<file path="src/rtl/waterfall_pkg.sv">
// Shared definitions for the waterfall key controller.
//  - press_state_t : encoding of the start-button press FSM
//  - FREQ_*        : speed codes carried on freq_set (units of waterfall rate)
package waterfall_pkg;

    typedef enum logic [1:0] {
        S_IDLE = 2'd0,   // button released, waiting for a press
        S_HELD = 2'd1,   // press accepted, counting hold time
        S_LONG = 2'd2    // long press already reported, waiting for release
    } press_state_t;

    // freq_set codes: 00/01/10/11 -> 1/2/5/10 units
    localparam logic [1:0] FREQ_1U  = 2'b00;
    localparam logic [1:0] FREQ_2U  = 2'b01;
    localparam logic [1:0] FREQ_5U  = 2'b10;
    localparam logic [1:0] FREQ_10U = 2'b11;

endpackage

</file>
<file path="src/rtl/key_debounce.sv">
// One-bit synchroniser plus debouncer.
//  clk, rst_n   : clock, asynchronous active-low reset
//  din          : raw asynchronous input (already polarity-normalised)
//  stable       : registered debounced level
//  stable_next  : value stable takes at the next clock edge, so the caller can
//                 build a change pulse that lines up with the new level
// A level change is accepted after DEBOUNCE_CYCLES consecutive synchronised
// samples that differ from stable; pin edge to stable change is
// DEBOUNCE_CYCLES+2 clocks (two of them in the synchroniser).
module key_debounce #(
    parameter logic [19:0] DEBOUNCE_CYCLES = 20'd500_000
) (
    input  logic clk,
    input  logic rst_n,
    input  logic din,
    output logic stable,
    output logic stable_next
);

    localparam int CW = $clog2(DEBOUNCE_CYCLES);
    localparam logic [CW-1:0] CNT_MAX = CW'(DEBOUNCE_CYCLES - 20'd1);

    logic          sync1;
    logic          sync2;
    logic [CW-1:0] cnt;
    logic [CW-1:0] cnt_next;

    always_comb begin
        cnt_next    = cnt;
        stable_next = stable;
        if (sync2 == stable) begin
            cnt_next = '0;
        end else if (cnt == CNT_MAX) begin
            stable_next = sync2;
            cnt_next    = '0;
        end else begin
            cnt_next = cnt + CW'(1);
        end
    end

    always_ff @(posedge clk or negedge rst_n) begin
        if (!rst_n) begin
            sync1  <= 1'b0;
            sync2  <= 1'b0;
            cnt    <= '0;
            stable <= 1'b0;
        end else begin
            sync1  <= din;
            sync2  <= sync1;
            cnt    <= cnt_next;
            stable <= stable_next;
        end
    end

endmodule

</file>
<file path="src/rtl/waterfall_key_ctrl.sv">
// Input conditioning front-end for the LED waterfall stage.
//  clk, rst_n    : clock, asynchronous active-low reset
//  key_start     : raw start button (asynchronous)
//  sw_freq[1:0]  : raw speed switches (asynchronous)
//  start_pulse   : one-cycle pulse per accepted press
//  long_press    : one-cycle pulse once a press has been held LONG_PRESS_CYCLES
//                  clocks after its start_pulse
//  freq_set[1:0] : debounced speed code
//  freq_changed  : one-cycle pulse in the first cycle freq_set shows a new value
// The press FSM state is the internal signal `state` (press_state_t).
module waterfall_key_ctrl
    import waterfall_pkg::*;
#(
    parameter logic [19:0] DEBOUNCE_CYCLES   = 20'd500_000,
    parameter logic [31:0] LONG_PRESS_CYCLES = 32'd100_000_000,
    parameter logic        KEY_ACTIVE_LOW    = 1'b0
) (
    input  logic       clk,
    input  logic       rst_n,
    input  logic       key_start,
    input  logic [1:0] sw_freq,
    output logic       start_pulse,
    output logic       long_press,
    output logic [1:0] freq_set,
    output logic       freq_changed
);

    press_state_t state;
    press_state_t state_next;
    logic [31:0]  hold_cnt;
    logic [31:0]  hold_next;
    logic         start_next;
    logic         long_next;

    logic         key_stable;
    logic         key_stable_next;
    logic [1:0]   freq_stable;
    logic [1:0]   freq_stable_next;
    logic         key_pressed;

    // Normalise so that pressed == 1 from here on.
    assign key_pressed = key_start ^ KEY_ACTIVE_LOW;

    key_debounce #(.DEBOUNCE_CYCLES(DEBOUNCE_CYCLES)) u_db_key (
        .clk         (clk),
        .rst_n       (rst_n),
        .din         (key_pressed),
        .stable      (key_stable),
        .stable_next (key_stable_next)
    );

    key_debounce #(.DEBOUNCE_CYCLES(DEBOUNCE_CYCLES)) u_db_freq1 (
        .clk         (clk),
        .rst_n       (rst_n),
        .din         (sw_freq[1]),
        .stable      (freq_stable[1]),
        .stable_next (freq_stable_next[1])
    );

    key_debounce #(.DEBOUNCE_CYCLES(DEBOUNCE_CYCLES)) u_db_freq0 (
        .clk         (clk),
        .rst_n       (rst_n),
        .din         (sw_freq[0]),
        .stable      (freq_stable[0]),
        .stable_next (freq_stable_next[0])
    );

    assign freq_set = freq_stable;

    // Press FSM: one start_pulse per press, at most one long_press per press.
    always_comb begin
        state_next = state;
        hold_next  = hold_cnt;
        start_next = 1'b0;
        long_next  = 1'b0;
        case (state)
            S_IDLE: begin
                if (key_stable) begin
                    start_next = 1'b1;
                    hold_next  = 32'd0;
                    state_next = S_HELD;
                end
            end
            S_HELD: begin
                if (!key_stable) begin
                    state_next = S_IDLE;
                end else if (hold_cnt == LONG_PRESS_CYCLES - 32'd1) begin
                    long_next  = 1'b1;
                    state_next = S_LONG;
                end else begin
                    hold_next = hold_cnt + 32'd1;
                end
            end
            S_LONG: begin
                if (!key_stable) begin
                    state_next = S_IDLE;
                end
            end
            default: begin
                state_next = S_IDLE;
            end
        endcase
    end

    always_ff @(posedge clk or negedge rst_n) begin
        if (!rst_n) begin
            state        <= S_IDLE;
            hold_cnt     <= 32'd0;
            start_pulse  <= 1'b0;
            long_press   <= 1'b0;
            freq_changed <= 1'b0;
        end else begin
            state        <= state_next;
            hold_cnt     <= hold_next;
            start_pulse  <= start_next;
            long_press   <= long_next;
            // Compared against the debouncers' next value so the pulse
            // coincides with the first cycle of the new freq_set.
            freq_changed <= (freq_stable_next != freq_stable);
        end
    end

endmodule

</file>
<file path="config.mk">
export PLATFORM = sky130hd
export DESIGN_NAME = waterfall_key_ctrl
export DESIGN_NICKNAME = d
export VERILOG_FILES = /design/src/rtl/waterfall_pkg.sv /design/src/rtl/key_debounce.sv /design/src/rtl/waterfall_key_ctrl.sv
export SDC_FILE = /design/constraint.sdc
export NUM_CORES = 1
export LEC_CHECK = 0
export BUFFER_PORTS_ARGS = -buffer_cell sky130_fd_sc_hd__buf_2
export CORE_UTILIZATION = 60
export DETAILED_ROUTE_END_ITERATION = 6
export PLACE_DENSITY = 0.77
export SETUP_SLACK_MARGIN = 0.2
export SYNTH_ARGS = -nofsm -noshare
export SYNTH_HDL_FRONTEND = slang
export SYNTH_SLANG_ARGS = --single-unit
</file>
<file path="constraint.sdc">
create_clock -name clk -period 2.44 [get_ports clk]
set_input_delay 0.122 -clock clk [delete_from_list [all_inputs] [get_ports clk]]
set_output_delay 0.122 -clock clk [all_outputs]
set_load 0.005 [all_outputs]
</file>
; ---- After elaboration in Yosys (flattened, before gate mapping)
; Index checks and enable logic that the tools add are counted.
[classes]
n_bitwise = 1
n_reduce_logical = 5
n_mux = 24
add_sub_neg = 4
n_eq_ne = 15
[op_table]
columns = cell, n
row1 = $mux W19, 6
row2 = $mux W32, 3
row3 = $pmux W32 S2, 1
row4 = $add A19 B1 Y19 const B, 3
row5 = $eq A19 B19 Y1 const B, 3
row6 = $add A32 B1 Y32 const B, 1
row7 = $eq A32 B27 Y1 const B, 1
row8 = $mux W1, 9
row9 = $mux W2, 4
row10 = $pmux W2 S3, 1
row11 = $ne A2 B1 Y1 const B, 2
row12 = $ne A2 B2 Y1 const B, 2
row13 = $reduce_and A4 Y1, 1
row14 = $eq A1 B1 Y1, 3
row15 = $ne A3 B3 Y1 const B, 1
row16 = $reduce_and A3 Y1, 1
row17 = $eq A2 B1 Y1 const B, 1
row18 = $eq A2 B2 Y1 const B, 1
row19 = $logic_not A2 Y1, 1
row20 = $ne A2 B2 Y1, 1
row21 = $reduce_and A2 Y1, 1
row22 = $reduce_bool A2 Y1, 1
row23 = $not A1 Y1, 1
[word_totals]
out_inout_bits = 5
reg_bits = 103

; ---- Logic depth before layout (Yosys ltp)
; Gate-level depths: netlist (run 1).
[depth]
word_depth = 4
ltp_mapped = 8

; ---- By module
; Synthesis (run 1) repeated with hierarchy kept, for this count alone.
[hier_totals]
cells_unflattened = 543
hier_area_um2 = 5397.7
[by_module_without_submodules]
columns = mod, seq_area_each_um2, area_each_um2, cells_per_inst, instances
row1 = key_debounce, 550.5, 1079.8, 105, 3
row2 = waterfall_key_ctrl, 925.9, 2158.3, 228, 1

; ---- Worst setup path after synthesis (run 1)
; Ideal clock, no wire load.
[synth_timing]
path_kind = reg-to-reg
from = register hold_cnt[17]
to = register hold_cnt[21]
stages_incl_launch_ff = 8
required_ps = 2330
arrival_ps = 2079
n_path_buf = 2
synth_period_minus_slack_ps = 2189
slack_ps = 251
path_cell_list = dfrtp_1 -> clkbuf_1 -> or4b_1 -> or4_4 -> o31ai_4 -> buf_2 -> o21ai_1 -> o41ai_1
[synth_between]
elab_chain_len = 4
word_cells_on_any_way = 7
classes_between = 1 x add/sub / 2 x eq/ne / 3 x mux / 1 x reduce/logical
[synth_lines]
columns = element, line_no
row1 = "start, declared", waterfall_key_ctrl.sv:30  ; logic [31:0] hold_cnt;
row2 = "start signal, assigned", waterfall_key_ctrl.sv:114  ; hold_cnt <= hold_next;
row3 = $add A32 B1 Y32, waterfall_key_ctrl.sv:91  ; hold_next = hold_cnt + 32'd1;
row4 = $mux W32, waterfall_key_ctrl.sv:87  ; end else if (hold_cnt == LONG_PRESS_CYCLES - 32'd1) begin
row5 = $mux W32, waterfall_key_ctrl.sv:85  ; if (!key_stable) begin
row6 = $pmux W32 S2, waterfall_key_ctrl.sv:76  ; case (state)
; Parallel ways exist; a longest one is shown, timed or not. The select of a mux whose other input is x is not followed.
; A chain may end at the register's enable or synchronous reset.

; ---- Worst setup path in the final report (run 1)
[layout_timing]
from = register hold_cnt[28]
to = register hold_cnt[15]
[layout_between]
elab_chain_len = 3
[layout_lines]
columns = element, line_no
row1 = $eq A32 B27 Y1, waterfall_key_ctrl.sv:87
row2 = $ne A2 B2 Y1 (no line), -
row3 = $reduce_and A4 Y1 (no line), -
; No other way between the ends.

==> reports/metrics.cfg, run 1 <==
[placed_design]
placed_area_sq_mm = 0.00533
dp_hpwl_mm = 6.96
gp_congestion = 0.879
port_buffers = 9

[synthesis]
synthCells = 528
syn_area_per_cell_sq_um = 9.58
syn-num-nets = 537
synth_seq_cells = 103
synthesis.area_sq_mm = 0.00506
yosys_warnings = 0
synth_cell_types = 47
yosys-top-cells-area = dfrtp_1 51%, xor2_1 6.2%, nor2_1 6.1%
yosys.area.top_type = dfrtp_1
synth_top_area_share_pct = 50.9
yosysSeqAreaShare_pct = 50.9

[clock_network]
numCtsBuffers = 9
insertion_delay_ns = 0.36
cts_root_buf = clkbuf_8
path_clk_slew_ns = 0.09
htreeDepth = 3
cts_tree = built
cts.sinks = 103
clk_path_buf_depth = 2

[floorplan]
coreArea_sq_mm = 0.00818
ios = 10
start_util_pct = 61.9
die_w_um = 93.8
dieArea_sq_mm = 0.00880
rows = 33
die_h_um = 93.8

[drt]
drt_iter0_markers = 240
wl_per_cell_um = 15.9
routed_via_density = 6.10
drcViolationCount = 7
drtPass1Iterations = 7
via_count = 4125
ant_nets = 0
wl_mm = 10.7

[critical_path]
crit_type = reg2reg
worst-r2r-cell-count = 7
rrSetupSlack_ns = 0.20
critPathRequiredTime_ns = 2.69
crit_fanout = 5
worst_setup_path_end_kind = register
startpoint = hold_cnt[28]
cp-endpoint = hold_cnt[15]
start_kind = register
arrival_ns = 2.49
r2r-end = hold_cnt[15]
worstReg2RegStart = hold_cnt[28]

[hold_path]
hold_path_class = in2async

[power_and_ir_drop]
p_leak_nw = 2.49
vdd_ir_drop_max_mv = 0.281
power_density_mw_per_mm2 = 501
power_mw = 2.88

[outcome]
outcome = complete, but fails checks
violations = DRC

[final_layout]
fin_nets = 576
drive_gt1_share_pct = 14.0
post-route-util_pct = 70.3
n_antenna_cell = 0
final_area_sq_mm = 0.00575
area_delta_synth_final_pct = 13.6
final_common_cell = dfrtp_1
layout_common_cells = 101 x dfrtp_1, 81 x nor2_1, 46 x nand3_1
fill_cells = 584

[grt]
grt-ovfl-total = 0
grt_pass1_vias = 3917
grt_max_degree = 60
grt_pass1_wl_mm = 18.2
grt_use_total_pct = 26.4
antenna_found_initial = 0

[timing]
post-route-period-util_pct = 91.6
skew_ns = 0.00659
rsz0062_at_grt = yes
min_period_ns = 2.24
finalHoldViolations = 0
worst_pin_slew_ns = 0.714
finalSetupViolations = 0
slew_violations = 0
hold_slack_ns = 0.286
max_freq_mhz = 447
relSlewSlack_pct = 52.0
final.setup.tns_ns = 0

[flow_run]
max_cap_violations = 0

[where the power goes]
group / internal, mW / switching, mW
Clock: 0.499 / 0.557
Combinational: 0.0263 / 0.0607
Sequential: 1.72 / 0.0154
Total: 2.25 / 0.633
[synth_stat cells (all sizes together)]
library cell	number
dfrtp	103
and4	3
xor2	36
or3	3
nor3	8
nand4b	1
o22ai	1
nor4bb	1
nor2b	2
clkbuf	11
nand3	49
a41oi	3
a22o	3
buf	8
o311ai	2
xnor2	18
nor4	11
ha	4
nand2b	4
o31ai	11
a21oi	7
or4b	4
or4	7
o41ai	4
and2	3
or2	2
a31oi	10
a221o	1
and3	19
nand2	37
inv	10
o211ai	1
nand4	20
o21ai	32
mux2	4
nand3b	1
nor4b	2
nor2	82
[sequential cells by signal, summed over array words and instances, names as in the netlist, 2 cells and up]
register        cells
u_db_freq0.cnt     19
u_db_key.cnt       19
hold_cnt           32
state               2
u_db_freq1.cnt     19
[cells by family after synthesis]
family	share of synthesized area [%]
AO/OA/AOI/OAI	9.55
XOR/XNOR	9.35
adder cells (fa/ha/maj)	0.989
buffers and inverters	2.45
flip-flops	50.9
multiplexers	0.890
AND/OR/NAND/NOR	25.8
[worst min path at each step]
stage	from	end	slack, ns	depth (start not counted)
finish	rst_n	u_db_freq0.cnt[18]	0.29	2
global route	rst_n	u_db_freq0.cnt[14]	0.34	2
floorplan	rst_n	freq_changed	-0.17	0
global placement	rst_n	u_db_freq0.cnt[18]	0.15	1
CTS	rst_n	u_db_freq0.cnt[18]	0.30	2
detailed placement	rst_n	u_db_freq0.cnt[18]	0.15	1
[per-stage QoR]
step	instances	setup slack (ns)
final	676	0.205
after global routing	676	0.145
after CTS	675	0.182
after detailed placement	645	0.0960
after global placement	645	0.152
after floorplan	528	0.251
[layout make-up]
type / count / area [sq um] / area share (%)
Sequential cell: 103 / 2580 / 44.9
Multi-Input combinational cell: 396 / 2420 / 42.1
Clock buffer: 12 / 145 / 2.53
Inverter: 10 / 40.0 / 0.697
Clock inverter: 3 / 43.8 / 0.762
Tap cell: 105 / 131 / 2.29
Timing Repair Buffer: 47 / 385 / 6.71
[per-layer routing]
metal | part of all wire (%) | global-route usage [%] | wire length, um | up-vias
li1 | - | - | - | 1961
met1 | 43 | 33.9 | 4670 | 2034
met2 | 51 | 45.0 | 5420 | 118
met3 | 4.8 | 5.10 | 514 | 12
met4 | 1.2 | 8.08 | 128 | 0
met5 | 0 | 0 | 0 | -
[timing repair]
item,in CTS,in global routing
hold buffers,4,0
setup buffers,7,1
pin swaps,7,10
gates resized for setup,13,15
cloned,4,0
endpoints found under the setup margin,11,29
hold endpoints to repair,47,0
[worst max-delay path: stages (launching register included)]
cell and delay (ns):
dfrtp_2 0.45, or4_1 0.56, or3_4 0.38, o31ai_4 0.27, buf_6 0.18, buf_6 0.13, or4b_4 0.12, nand3_2 0.04
Note: power is estimated with default switching activity, not from simulation.
==> run 2, diff against run 1 <==
Settings changed: SYNTH_HIERARCHICAL from default to 1.
Clock period 2.44 ns to 2.2 ns, I/O delays scaled along.
==> run 2 against run 1 <==
Compared with the run above:
- the flow now finishes without violations
- clock-buffer cell count is the same
- synthesized area is 6.7% higher
- maximum frequency grew 11%
- sequential share of layout area fell by 2.3 points
- final cell count grew 2.7%
- register-to-register slack about the same
- cell area grew 5.6%
==> reports/metrics.cfg, run 2 <==
[final_layout]
largest_reg_flops = 32  ; unchanged
top_register = hold_cnt
multi_input_area_sq_mm = 0.00275  ; +14%
layout_common_cells = 95 x dfrtp_1, 69 x nor2_1, 44 x nand2_1
final_common_cell = dfrtp_1
drive_gt1_share_pct = 18.4  ; +4.4 points
n_antenna_cell = 0  ; unchanged
seqCellArea_sq_mm = 0.00259  ; +0.29%
fin_cells = 694  ; +2.7%
area_delta_synth_final_pct = 12.4
fin_nets = 591  ; +2.6%
fill_cells = 676  ; +16%

[outcome]
outcome = completed

[timing]
skew_ns = 0.0115  ; +0.00493 ns
final.setup.tns_ns = 0  ; unchanged
finalHoldViolations = 0  ; unchanged
finalSetupViolations = 0  ; unchanged
relSlewSlack_pct = 67.9  ; +16 points
min_period_ns = 2.01  ; -0.229 ns
max_freq_mhz = 498  ; +11%
post-route-period-util_pct = 91.2  ; -0.42 points
rsz0062_at_grt = yes
slew_violations = 0  ; unchanged
worst_pin_slew_ns = 0.481  ; -0.233 ns

[placed_design]
dp_hpwl_mm = 7.28  ; +4.6%
port_buffers = 9  ; unchanged
gp_congestion = 0.896  ; +2.0%
placed_cells = 661  ; +2.5%

[synthesis]
synthTopCellsByCount = 103 x dfrtp_1, 69 x nor2_1, 44 x nand2_1, 42 x xnor2_1, 27 x nand3_1
syn_area_per_cell_sq_um = 9.94  ; +3.7%
yosys-top-cells-area = dfrtp_1 48%, xnor2_1 6.8%, nor2_1 4.8%
synth-xor-area-share_pct = 8.76  ; -0.59 points
synth_top_area_share_pct = 47.8  ; -3.2 points
async_flop_share_pct = 100  ; unchanged
synth_adder_area_share_pct = 0.927  ; -0.062 points
yosys_warnings = 6  ; +6
syn-num-nets = 552  ; +2.8%
synth-simple-area-share_pct = 28.4  ; +2.6 points
yosys.area.top_type = dfrtp_1
synthesis.area_sq_mm = 0.00540  ; +6.7%
synth_seq_cells = 103  ; unchanged
yosys-mux-area-fraction_pct = 1.78  ; +0.89 points
synth_top_family_by_area = simple AND/OR/NAND/NOR gates
synth_cell_types = 58  ; +23%
synthFlopType = dfrtp_1
synth_compound_area_share_pct = 9.18  ; -0.37 points
yosysMostFrequentCell = dfrtp_1
yosysSeqAreaShare_pct = 47.8  ; -3.2 points
synthCells = 543  ; +2.8%
synth-edff-count = 0  ; unchanged

[clock_network]
insertion_delay_ns = 0.36  ; about the same
cts_root_buf = clkbuf_8
path_clk_slew_ns = 0.10  ; about the same
numCtsBuffers = 9  ; unchanged
cts_tree = built
clk_path_buf_depth = 2  ; unchanged
cts.sinks = 103  ; unchanged
htreeDepth = 3  ; unchanged

[drt]
routed_via_density = 6.12  ; +0.33%
wl_mm = 10.9  ; +1.6%
drt_iter0_markers = 227  ; -5.4%
drtPass1Iterations = 7  ; unchanged
wl_per_cell_um = 15.7  ; -1.1%
ant_nets = 0  ; unchanged
drcViolationCount = 0  ; -7
via_count = 4249  ; +3.0%

[power_and_ir_drop]
netSwitchingFraction_pct = 22.9  ; +0.93 points
power_density_mw_per_mm2 = 512  ; +2.2%
pwr-share-comb_pct = 4.2  ; +1.2 points
p_sw_mw = 0.712  ; +13%
p_leak_nw = 2.50  ; +0.32%
vdd_ir_drop_max_mv = 0.457  ; +63%
sequentialPowerShare_pct = 62.1  ; +1.8 points
internal_power_mw = 2.40  ; +6.7%
pwr-share-clk_pct = 33.7  ; -2.9 points

[critical_path]
cpPeakStageDelay_ns = 0.52  ; -0.04 ns
rrSetupSlack_ns = 0.19  ; about the same
critPathMostFrequentCell = and4_1
critPathRequiredTime_ns = 2.49  ; -0.20 ns
worst_setup_path_end_kind = register
worst-r2r-cell-count = 6  ; -1
arrival_ns = 2.30  ; -0.19 ns
start_kind = register
crit_fanout = 10  ; +5
worstPathCellList = ha_2 -> and4_1 -> and4_1 -> a21o_4 -> or4_4 -> a21oi_2
crit_type = reg2reg
crit_slowest_cell = or4_4
worstReg2RegStart = hold_cnt[1]
r2r-end = hold_cnt[19]

[floorplan]
coreArea_sq_mm = 0.00872  ; +6.7%
die_w_um = 96.8  ; +3.2%
dieArea_sq_mm = 0.00938  ; +6.5%
die_h_um = 96.8  ; +3.2%
ios = 10  ; unchanged
start_util_pct = 61.9  ; about the same
rows = 34  ; +3.0%

[grt]
grt_pass1_wl_mm = 18.5  ; +1.9%
grt_use_total_pct = 23.9  ; -2.4 points
grt_max_degree = 44  ; -27%
grt_pass1_vias = 4084  ; +4.3%
antenna_found_initial = 0  ; unchanged
grt-ovfl-total = 0  ; unchanged

[flow_run]
max_cap_violations = 0  ; unchanged

[hold_path]
hold_path_class = in2async

==> run 2: layout make-up <==
class | instances | share of cell area (%)
multi-input cells | 403 | 45.3
flip-flops and latches | 103 | 42.6
repair buffers | 48 | 6.04
clock buffers | 12 | 2.39
well taps | 108 | 2.23
inverters | 17 | 1.05
clock inverters | 3 | 0.330
==> run 2: repair_timing <==
item / in CTS / in global routing
hold endpoints to repair: 38 / 0
setup endpoints to repair: 11 / 45
pin swaps: 1 / 7
setup buffers: 6 / 8
hold buffers: 4 / 0
resized for setup: 8 / 25
==> run 2: worst max path at each step <==
| stage | start | endpoint | slack (ns) | cells after the start |
|---|---|---|---|---|
| 2_1_floorplan | hold_cnt[0] | hold_cnt[19] | 0.23 | 7 |
| 4_1_cts | hold_cnt[1] | hold_cnt[19] | 0.16 | 6 |
| 3_3_place_gp | hold_cnt[0] | hold_cnt[19] | 0.17 | 6 |
| 3_5_place_dp | hold_cnt[0] | hold_cnt[19] | 0.12 | 6 |
| 6_report | hold_cnt[1] | hold_cnt[19] | 0.19 | 6 |
| 5_1_grt | u_db_freq1/cnt[10] | freq_changed | 0.14 | 6 |
==> run 2: stage by stage <==
stage	utilization (%)	area [sq um]	worst slack [ns]	power, mW	hold slack [ns]
global placement	64.7	5640	0.174	2.07	0.109
finish	69.6	6070	0.194	3.11	0.247
global route	69.6	6070	0.136	3.23	0.287
floorplan	-	5400	0.229	2.02	-0.186
detailed placement	64.7	5640	0.116	2.08	0.107
CTS	67.9	5920	0.163	3.13	0.263
==> run 2: routing by layer <==
layer | GRT usage (%) | vias up | part of all wire (%)
met5 | 0 | - | 0
met4 | 4.82 | 0 | 1.5
met3 | 4.84 | 19 | 3.3
met2 | 42.1 | 102 | 52
met1 | 30.7 | 2098 | 43
li1 | - | 2030 | -
==> run 2: cells by family after synthesis <==
logic type      Yosys count
compound gates           67
xor+xnor                 54
fa+ha+maj                 4
buf+inv                  37
flops                   103
mux                       9
simple gates            269
==> run 2: worst max-delay path, delay by kind of cell (launching register included) <==
| family | cells | cell delay [ns] |
|---|---|---|
| compound gates | 2 | 0.40 |
| flops | 1 | 0.43 |
| fa+ha+maj | 1 | 0.21 |
| simple gates | 3 | 0.92 |
==> run 2: power by group through the flow <==
stage | sequential (mW) | clock, mW | combinational, mW
after floorplan | 1.96 | 0 | 0.0557
after global placement | 1.97 | 0 | 0.106
after detailed placement | 1.97 | 0 | 0.109
after CTS | 1.93 | 1.07 | 0.123
after global routing | 1.94 | 1.14 | 0.149
final | 1.93 | 1.05 | 0.129
